### config.mk
export PLATFORM = sky130hd
export DESIGN_NAME = id_decode_issue_flat
export DESIGN_NICKNAME = d
export VERILOG_FILES = /design/src/rtl/id_decode_issue_if.sv /design/src/rtl/id_decode_issue.sv /design/src/flat_wrapper.sv
export SDC_FILE = /design/constraint.sdc
export NUM_CORES = 1
export LEC_CHECK = 0
export CAP_MARGIN = 0
export CORE_MARGIN = 1.5
export CORE_UTILIZATION = 45
export CTS_CLUSTER_DIAMETER = 50
export DETAILED_ROUTE_END_ITERATION = 8
export PLACE_DENSITY = 0.84
export SETUP_SLACK_MARGIN = 0.4
export SKIP_CTS_REPAIR_TIMING = 1
export SYNTH_ARGS = -nofsm -noshare
export SYNTH_HDL_FRONTEND = slang
export SYNTH_SLANG_ARGS = --single-unit
export TNS_END_PERCENT = 10
### constraint.sdc
create_clock -name clk -period 10.3 [get_ports clk]
set_input_delay 3.09 -clock clk [delete_from_list [all_inputs] [get_ports clk]]
set_output_delay 3.09 -clock clk [all_outputs]
set_load 0.02 [all_outputs]
### src/rtl/id_decode_issue_if.sv
// ============================================================================
// Module : id_decode_issue_if
// Brief  : IF/ID valid/ready handshake carrying the instruction word and its PC.
// Rev    : 1.0 - initial release
// ============================================================================
`default_nettype none

interface id_decode_issue_if #(
  parameter int WordSize = 32
) ();
  logic                instr_valid;
  logic [31:0]         instr;
  logic [WordSize-1:0] pc_in;
  logic                instr_ready;

  modport master (output instr_valid, output instr, output pc_in, input instr_ready);
  modport slave  (input instr_valid, input instr, input pc_in, output instr_ready);
endinterface

`default_nettype wire

### src/rtl/id_decode_issue.sv
// ============================================================================
// Module : id_decode_issue
// Brief  : RV32I decode/issue stage feeding ID/EX, with load-use interlock and
//          EX flush. Build option ID_BTFN_PREDICT_EN enables backward-taken
//          static prediction for conditional branches.
// Rev    : 1.0 - initial release
// ============================================================================
`default_nettype none

module id_decode_issue #(
  parameter int WordSize = 32
) (
  input  logic                clk,
  input  logic                rstn,
  id_decode_issue_if.slave    ifid,
  input  logic                flush,
  input  logic [WordSize-1:0] rs1d,
  output logic [4:0]          rs1n,
  output logic [4:0]          rs2n,
  output logic [1:0]          a_sel,
  output logic [1:0]          b_sel,
  output logic [WordSize-1:0] imm,
  output logic [WordSize-1:0] branch_addr,
  output logic                branch_taken,
  output logic [4:0]          rdn,
  output logic [WordSize-1:0] pc,
  output logic                mem_read,
  output logic                illegal,
  output logic [15:0]         stall_count
);

  localparam logic [6:0] c_op_op     = 7'b0110011;
  localparam logic [6:0] c_op_imm    = 7'b0010011;
  localparam logic [6:0] c_op_load   = 7'b0000011;
  localparam logic [6:0] c_op_store  = 7'b0100011;
  localparam logic [6:0] c_op_lui    = 7'b0110111;
  localparam logic [6:0] c_op_auipc  = 7'b0010111;
  localparam logic [6:0] c_op_jal    = 7'b1101111;
  localparam logic [6:0] c_op_jalr   = 7'b1100111;
  localparam logic [6:0] c_op_branch = 7'b1100011;

  typedef enum logic [0:0] {ST_RUN = 1'b0, ST_STALL = 1'b1} state_t;

  state_t              r_state, w_state_nxt;
  logic                r_ld_v, w_ld_v_nxt;
  logic [4:0]          r_ld_rd, w_ld_rd_nxt;
  logic [15:0]         r_stall_count;
  logic                w_stall_inc;
  logic                w_ready;
  logic                w_issue;
  logic                w_drive;
  logic                w_hazard;

  logic [31:0]         w_instr;
  logic [6:0]          w_opcode;
  logic [4:0]          w_rd;
  logic [WordSize-1:0] w_imm_i, w_imm_s, w_imm_b, w_imm_j, w_imm_u;
  logic [WordSize-1:0] w_jalr_sum;
  logic                w_br_predict;

  logic [1:0]          w_dec_a, w_dec_b;
  logic [WordSize-1:0] w_dec_imm, w_dec_ba;
  logic                w_dec_taken, w_dec_mr, w_dec_ill;
  logic [4:0]          w_dec_rd;
  logic                w_use1, w_use2;

  assign w_instr  = ifid.instr;
  assign w_opcode = w_instr[6:0];
  assign w_rd     = w_instr[11:7];
  assign rs1n     = w_instr[19:15];
  assign rs2n     = w_instr[24:20];
  assign pc       = ifid.pc_in;

  assign w_imm_i = {{(WordSize-12){w_instr[31]}}, w_instr[31:20]};
  assign w_imm_s = {{(WordSize-12){w_instr[31]}}, w_instr[31:25], w_instr[11:7]};
  assign w_imm_b = {{(WordSize-13){w_instr[31]}}, w_instr[31], w_instr[7],
                    w_instr[30:25], w_instr[11:8], 1'b0};
  assign w_imm_j = {{(WordSize-21){w_instr[31]}}, w_instr[31], w_instr[19:12],
                    w_instr[20], w_instr[30:21], 1'b0};
  assign w_imm_u = {{(WordSize-20){1'b0}}, w_instr[31:12]};
  assign w_jalr_sum = rs1d + w_imm_i;

`ifdef ID_BTFN_PREDICT_EN
  // Sign of the B-immediate: backward branches predicted taken.
  assign w_br_predict = w_instr[31];
`else
  assign w_br_predict = 1'b0;
`endif

  always_comb begin
    w_dec_a     = 2'd0;
    w_dec_b     = 2'd0;
    w_dec_imm   = '0;
    w_dec_ba    = '0;
    w_dec_taken = 1'b0;
    w_dec_rd    = 5'd0;
    w_dec_mr    = 1'b0;
    w_dec_ill   = 1'b0;
    w_use1      = 1'b0;
    w_use2      = 1'b0;
    case (w_opcode)
      c_op_op: begin
        w_dec_rd = w_rd; w_use1 = 1'b1; w_use2 = 1'b1;
      end
      c_op_imm, c_op_load: begin
        w_dec_b = 2'd1; w_dec_imm = w_imm_i; w_dec_rd = w_rd; w_use1 = 1'b1;
        w_dec_mr = (w_opcode == c_op_load);
      end
      c_op_store: begin
        w_dec_b = 2'd1; w_dec_imm = w_imm_s; w_use1 = 1'b1; w_use2 = 1'b1;
      end
      c_op_lui: begin
        w_dec_a = 2'd3; w_dec_b = 2'd3; w_dec_imm = w_imm_u; w_dec_rd = w_rd;
      end
      c_op_auipc: begin
        w_dec_a = 2'd1; w_dec_b = 2'd3; w_dec_imm = w_imm_u; w_dec_rd = w_rd;
      end
      c_op_jal: begin
        w_dec_a = 2'd1; w_dec_b = 2'd2; w_dec_imm = w_imm_j; w_dec_rd = w_rd;
        w_dec_ba = ifid.pc_in + w_imm_j; w_dec_taken = 1'b1;
      end
      c_op_jalr: begin
        w_dec_a = 2'd1; w_dec_b = 2'd2; w_dec_imm = w_imm_i; w_dec_rd = w_rd;
        w_dec_ba = w_jalr_sum & {{(WordSize-1){1'b1}}, 1'b0};
        w_dec_taken = 1'b1; w_use1 = 1'b1;
      end
      c_op_branch: begin
        w_dec_imm = w_imm_b; w_dec_ba = ifid.pc_in + w_imm_b;
        w_dec_taken = w_br_predict; w_use1 = 1'b1; w_use2 = 1'b1;
      end
      default: begin
        // Unknown opcode is consumed as a bubble that flags illegal.
        w_dec_a = 2'd3; w_dec_b = 2'd1; w_dec_ill = 1'b1;
      end
    endcase
  end

  assign w_hazard = ifid.instr_valid & r_ld_v & (r_ld_rd != 5'd0) &
                    ((w_use1 & (rs1n == r_ld_rd)) | (w_use2 & (rs2n == r_ld_rd)));

  always_comb begin
    w_state_nxt = r_state;
    w_ld_v_nxt  = r_ld_v;
    w_ld_rd_nxt = r_ld_rd;
    w_stall_inc = 1'b0;
    w_ready     = 1'b0;
    w_issue     = 1'b0;
    if (flush || !ifid.instr_valid) begin
      w_ready     = 1'b1;
      w_ld_v_nxt  = 1'b0;
      w_state_nxt = ST_RUN;
    end else if (r_state == ST_RUN && w_hazard) begin
      w_ld_v_nxt  = 1'b0;
      w_stall_inc = 1'b1;
      w_state_nxt = ST_STALL;
    end else begin
      w_ready     = 1'b1;
      w_issue     = 1'b1;
      w_ld_v_nxt  = w_dec_mr & (w_rd != 5'd0);
      w_ld_rd_nxt = w_rd;
      w_state_nxt = ST_RUN;
    end
  end

  always_ff @(posedge clk or negedge rstn) begin
    if (!rstn) begin
      r_state       <= ST_RUN;
      r_ld_v        <= 1'b0;
      r_ld_rd       <= 5'd0;
      r_stall_count <= 16'd0;
    end else begin
      r_state <= w_state_nxt;
      r_ld_v  <= w_ld_v_nxt;
      r_ld_rd <= w_ld_rd_nxt;
      if (w_stall_inc && r_stall_count != 16'hFFFF) begin
        r_stall_count <= r_stall_count + 16'd1;
      end
    end
  end

  // While reset is asserted every ID/EX input reads as a bubble.
  assign w_drive          = w_issue & rstn;
  assign ifid.instr_ready = w_ready & rstn;
  assign a_sel            = w_drive ? w_dec_a   : 2'd3;
  assign b_sel            = w_drive ? w_dec_b   : 2'd1;
  assign imm              = w_drive ? w_dec_imm : '0;
  assign branch_addr      = w_drive ? w_dec_ba  : '0;
  assign rdn              = w_drive ? w_dec_rd  : 5'd0;
  assign branch_taken     = w_drive & w_dec_taken;
  assign mem_read         = w_drive & w_dec_mr;
  assign illegal          = w_drive & w_dec_ill;
  assign stall_count      = r_stall_count;

endmodule

`default_nettype wire

### src/flat_wrapper.sv
// flat-port wrapper written by rule: the top's interface ports become plain ports
module id_decode_issue_flat 
#(
  parameter int WordSize = 32
)
  (clk, rstn, flush, rs1d, rs1n, rs2n, a_sel, b_sel, imm, branch_addr, branch_taken, rdn, pc, mem_read, illegal, stall_count, ifid_instr_valid, ifid_instr, ifid_pc_in, ifid_instr_ready);
  id_decode_issue_if #(.WordSize(WordSize)) ifid_i ();
  input  logic clk;
  input  logic rstn;
  input  logic flush;
  input  logic [WordSize-1:0] rs1d;
  output logic [4:0] rs1n;
  output logic [4:0] rs2n;
  output logic [1:0] a_sel;
  output logic [1:0] b_sel;
  output logic [WordSize-1:0] imm;
  output logic [WordSize-1:0] branch_addr;
  output logic branch_taken;
  output logic [4:0] rdn;
  output logic [WordSize-1:0] pc;
  output logic mem_read;
  output logic illegal;
  output logic [15:0] stall_count;
  input wire logic [$bits(ifid_i.instr_valid)-1:0] ifid_instr_valid;
  input wire logic [$bits(ifid_i.instr)-1:0] ifid_instr;
  input wire logic [$bits(ifid_i.pc_in)-1:0] ifid_pc_in;
  output wire logic [$bits(ifid_i.instr_ready)-1:0] ifid_instr_ready;
  assign ifid_i.instr_valid = ifid_instr_valid;
  assign ifid_i.instr = ifid_instr;
  assign ifid_i.pc_in = ifid_pc_in;
  assign ifid_instr_ready = ifid_i.instr_ready;
  id_decode_issue #(.WordSize(WordSize)) u_core (.clk(clk), .rstn(rstn), .ifid(ifid_i), .flush(flush), .rs1d(rs1d), .rs1n(rs1n), .rs2n(rs2n), .a_sel(a_sel), .b_sel(b_sel), .imm(imm), .branch_addr(branch_addr), .branch_taken(branch_taken), .rdn(rdn), .pc(pc), .mem_read(mem_read), .illegal(illegal), .stall_count(stall_count));
endmodule
; After elaboration in Yosys (flattened, before gate mapping)
; Cells that the tools add are included.
[word_totals]
latchBits = 0
romBits = 0
inputBits = 100
word_cells = 75
memories = 0
output_inout_bits = 135
reg_bits = 23
ram_bits = 0
[op_classes]
multipliers = 0
bitwise = 15
div = 0
magnitude_cmp = 0
muxes = 22
n_eq_ne = 12
add_sub_neg = 4
shifts = 0
reduce_logical = 18
[op_table]
columns = op, count
row1 = case mux 32 bit (5 select lines), 1
row2 = adder 32 bit, 3
row3 = case mux 32 bit (3 select lines), 1
row4 = 2-to-1 mux 32 bit, 2
row5 = "equality test 7 x 6 -> 1 bit, second input constant", 3
row6 = "equality test 7 bit, second input constant", 3
row7 = "adder 16 x 1 -> 16 bit, second input constant", 1
row8 = "inequality test 16 bit, second input constant", 1
row9 = "equality test 7 x 5 -> 1 bit, second input constant", 2
row10 = 2-to-1 mux 1 bit, 12
row11 = bitwise AND 1 bit, 11
row12 = equality test 5 bit, 2
row13 = 2-to-1 mux 5 bit, 2
row14 = nonzero test 5 bit, 2
row15 = OR reduction 3 bit, 3
row16 = OR reduction 9 bit, 1
row17 = OR reduction 2 bit, 4
row18 = "equality test 7 x 2 -> 1 bit, second input constant", 1
row19 = OR reduction 7 bit, 1
row20 = case mux 2 bit (3 select lines), 1
row21 = OR reduction 6 bit, 1
row22 = OR reduction 5 bit, 1
row23 = 2-to-1 mux 2 bit, 2
row24 = case mux 2 bit (2 select lines), 1
row25 = 6 further kinds, 9

; Logic depth before layout (Yosys ltp)
[depth]
ltp_word = 11
mapped_depth = 17
mapped_depth_nobuf = 16

; Least setup slack after synthesis
; No wires, ideal clock.
[synth_path]
path_kind = input -> output
from = input port ifid_instr[4]
to = output port branch_addr[31]
arrival_ns = 6.483
n_path_buf = 2
cell_stages = 16
t_required_ns = 7.210
setup_slack_ns = 0.727
path_cell_list = buf_6 -> nand2b_1 -> nor2_1 -> nand2_1 -> clkbuf_1 -> a21o_1 -> ha_1 -> a21oi_1 -> o211ai_1 -> a221o_1 -> a31o_2 -> a41oi_1 -> o211ai_1 -> a31oi_1 -> xnor2_1 -> o22ai_1
[synth_between]
elab_chain_len = 11
elab_cells_between_ends = 21
cone_classes = 7 x eq/ne / 6 x mux / 5 x bitwise / 3 x reduce/logical
[synth_lines]
columns = item, line
row1 = from (decl), flat_wrapper.sv:25  ; input wire logic [$bits(ifid_i.instr)-1:0] ifid_instr;
row2 = equality test 7 x 5 -> 1 bit (tied with other cells), id_decode_issue.sv:101  ; case (w_opcode)
row3 = OR reduction 6 bit (no source line) / OR reduction 3 bit (equally long branches), -
row4 = 2-to-1 mux 1 bit, id_decode_issue.sv:101
row5 = bitwise AND 1 bit, id_decode_issue.sv:139  ; ((w_use1 & (rs1n == r_ld_rd)) | (w_use2 & (rs2n == r_ld_rd)));
row6 = bitwise OR 1 bit, id_decode_issue.sv:139
row7 = bitwise AND 1 bit, id_decode_issue.sv:138  ; assign w_hazard = ifid.instr_valid & r_ld_v & (r_ld_rd != 5'd0) &
row8 = logical AND 1 bit, id_decode_issue.sv:152  ; end else if (r_state == ST_RUN && w_hazard) begin
row9 = 2-to-1 mux 1 bit, id_decode_issue.sv:152
row10 = 2-to-1 mux 1 bit, id_decode_issue.sv:148  ; if (flush || !ifid.instr_valid) begin
row11 = bitwise AND 1 bit, id_decode_issue.sv:182  ; assign w_drive = w_issue & rstn;
row12 = 2-to-1 mux 32 bit (*), id_decode_issue.sv:187  ; assign branch_addr = w_drive ? w_dec_ba : '0;
row13 = to (decl), flat_wrapper.sv:17  ; output logic [WordSize-1:0] branch_addr;
; Every way passes the cells marked *; elsewhere a longest branch is shown, timed or not.

; Worst setup path in the final report
[layout_path]
from = input port ifid_instr[3]
to = output port branch_addr[20]
; The elaborated chain is that of the path after synthesis.

==> run metrics <==
Cell Pwr Density=63.7 nW/um^2; Final Hold Viols=0; worst r2r src=u_core.r_ld_rd[1]; Post-DP HPWL=16.6 mm; Mapped Avg Cell Area=7.44 sq um; final setup vio count=0; Slew @ Worst Pin=0.858 ns; M1 WL=7.93 mm; Die Wd=114 um; diodes inserted=0; compound-gate portion of the synthesized area=30.4%; area post-placement=8130 sq um; worst hold start=u_core.stall_count[5]; Synth Register Bits=23; wirelength, routed=20.2 mm; routed length on met3=1.58 mm; Synth Area in Simple Gates=19.8%; wire length on met2=9.83 mm; CTS root buf=clkbuf_16; Fmax=0.100 GHz; gpl congestion=0.973; setup_tns=0 ns; dominant cells by area after synthesis=ha_1, dfrtp_1, xnor2_1; WL per Instance=17.6 um; die area=13,100 sq um; global-route wire length before repair=31.4 mm; Tmin final=10.0 ns; Leak=3.72 nW; CTS Buf Count=3; clk_lat worst skew=0.25 ns; final slew viol count=0; layout cells sized above 1=10.6%; residual DRC count=0; Peak VDD IR=55.6 uV; Mapped Cells=750; crit path DAT=6.91 ns; Max-cap violations=0; Mapped Nets=916; Adder-Cell Fraction of Synth Area=15.1%; crit end category=output port; CTS max path bufs=2; initial antenna violation count=0; top_reg_cell synth=dfrtp_1; post-synthesis async set-or-reset flop share=100%; core area=12,100 sq um; Setup Skew=0.00151 ns; top cells by count, synth=nor2_1, a21oi_1, ha_1; CP Launch Type=input port; top-count cell post-synth=nor2_1; Syn. warnings=0; Vias=6,617; Tot Pwr=0.529 mW; row cnt=40; largest family of logic cells by synthesized area=compound AO/OA/AOI/OAI gates; Clock transition at path regs=0.06 ns; Post-synth EDFFs=0; htree depth=1; cell taking the most area after synthesis=ha_1; Relative slew margins=42.6%; PortBufs=234; clock tree sinks=23; Util after Layout=68.9%; Netlist Area Pre-Place=5580 sq um; total track usage=29.7%; HP Class=flop to flop; pin count of the biggest net entering global routing=26; vias in the first global route=6,369; Initial DRC Count=619; uppermost layer routed=met4; final net count=1,147; Critical Path Source=ifid_instr[3]; area grow syn2layout=49.0%; Antenna Violating Nets Remaining=0; RSZ-0062 raised after global routing=yes; crit-path max FO=4; First-pass DRT Iterations=7; finished layout cell area=8320 sq um; Critical Setup Path Class=input port to output port; status=completed; CP required=7.21 ns; Die Y=114 um; GR Overflow Total=0; register area share after synthesis=10.3%; Yosys top cell area share=14.4%; final period utilization=97.1%; Initial Util=46.3%; post-synthesis mux area share=1.82%; Synth Area in XOR/XNOR=12.6%; Hold WS=0.495 ns; IO Pins=235; post-synth cell types=65; vias per cell=5.76; CTS tree=yes
## registers in the layout (all words and copies together) (netlist names)
| register | count |
|---|---|
| u_core.r_ld_rd | 5 |
| u_core.stall_count | 16 |
| u_core.r_state | 1 |
| u_core.r_ld_v | 1 |
## layout by cell type (no fill, tap or decap), types with 28 or more instances in the layout
master           Yosys  final
nand2_1             47     46
a21oi_1             66     64
xor2_1              29     29
o21ai_0             39     35
clkdlybuf4s50_1      0    216
a21o_1              28     28
buf_4               54     66
xnor2_1             51     51
ha_1                64     64
nor2_1              73     72
## area by class of cell
| type | count | area (sq um) |
|---|---|---|
| fillers | 993 | 3750 |
| inverters | 20 | 75.1 |
| repair buffers | 300 | 2860 |
| multi-input cells | 633 | 4520 |
| well taps | 168 | 210 |
| clock buffers | 4 | 78.8 |
| flip-flops and latches | 23 | 576 |
## per-stage QoR
step	instances	worst slack [ns]
after CTS	1147	-0.323
final	1148	0.303
after detailed placement	1143	-0.272
after global placement	1143	-0.114
after floorplan	750	0.727
after global routing	1148	0.154
## worst max-delay path: stages
cell	delay, ns
clkdlybuf4s50_1	0.47
nand4bb_4	0.24
nor2_2	0.15
nand2_2	0.10
buf_4	0.14
mux2_2	0.26
ha_1	0.31
o21ai_0	0.27
o21ai_1	0.15
a21oi_2	0.23
nor4_2	0.07
a211o_1	0.35
buf_4	0.16
xnor2_1	0.12
o22ai_1	0.14
clkdlybuf4s50_1	0.66
## worst paths after layout
kind | end | slack [ns] | cells past startpoint
worst max-delay path | branch_addr[20] | 0.30 | 16
worst min-delay path | u_core.stall_count[5] | 0.49 | 1
worst max register to register | u_core.stall_count[11] | 7.67 | 9
worst min register to register | u_core.stall_count[5] | 0.49 | 1
max in group asynchronous | u_core.r_ld_rd[4] | 6.87 | 2
min in group asynchronous | u_core.stall_count[11] | 3.20 | 2
## kinds of logic (layout without fill, tap and decap cells)
family / after synthesis / after routing
AO/OA/AOI/OAI: 255 / 255
AND/OR/NAND/NOR: 223 / 223
buffers and inverters: 94 / 324
XOR/XNOR: 80 / 80
adder cells (fa/ha/maj): 66 / 66
flip-flops: 23 / 23
multiplexers: 9 / 9
## power by group
part	total [mW]	switching (mW)	internal, mW
combinational	0.349	0.179	0.171
clock	0.0828	0.0301	0.0527
sequential	0.0971	0.00387	0.0932
## per-layer routing
layer | vias up | global-route usage [%]
li1 | 3202 | -
met2 | 346 | 53.5
met5 | - | 0
met3 | 61 | 4.39
met1 | 3008 | 34.8
met4 | 0 | 13.3
Power figures use the tool's default switching activity.
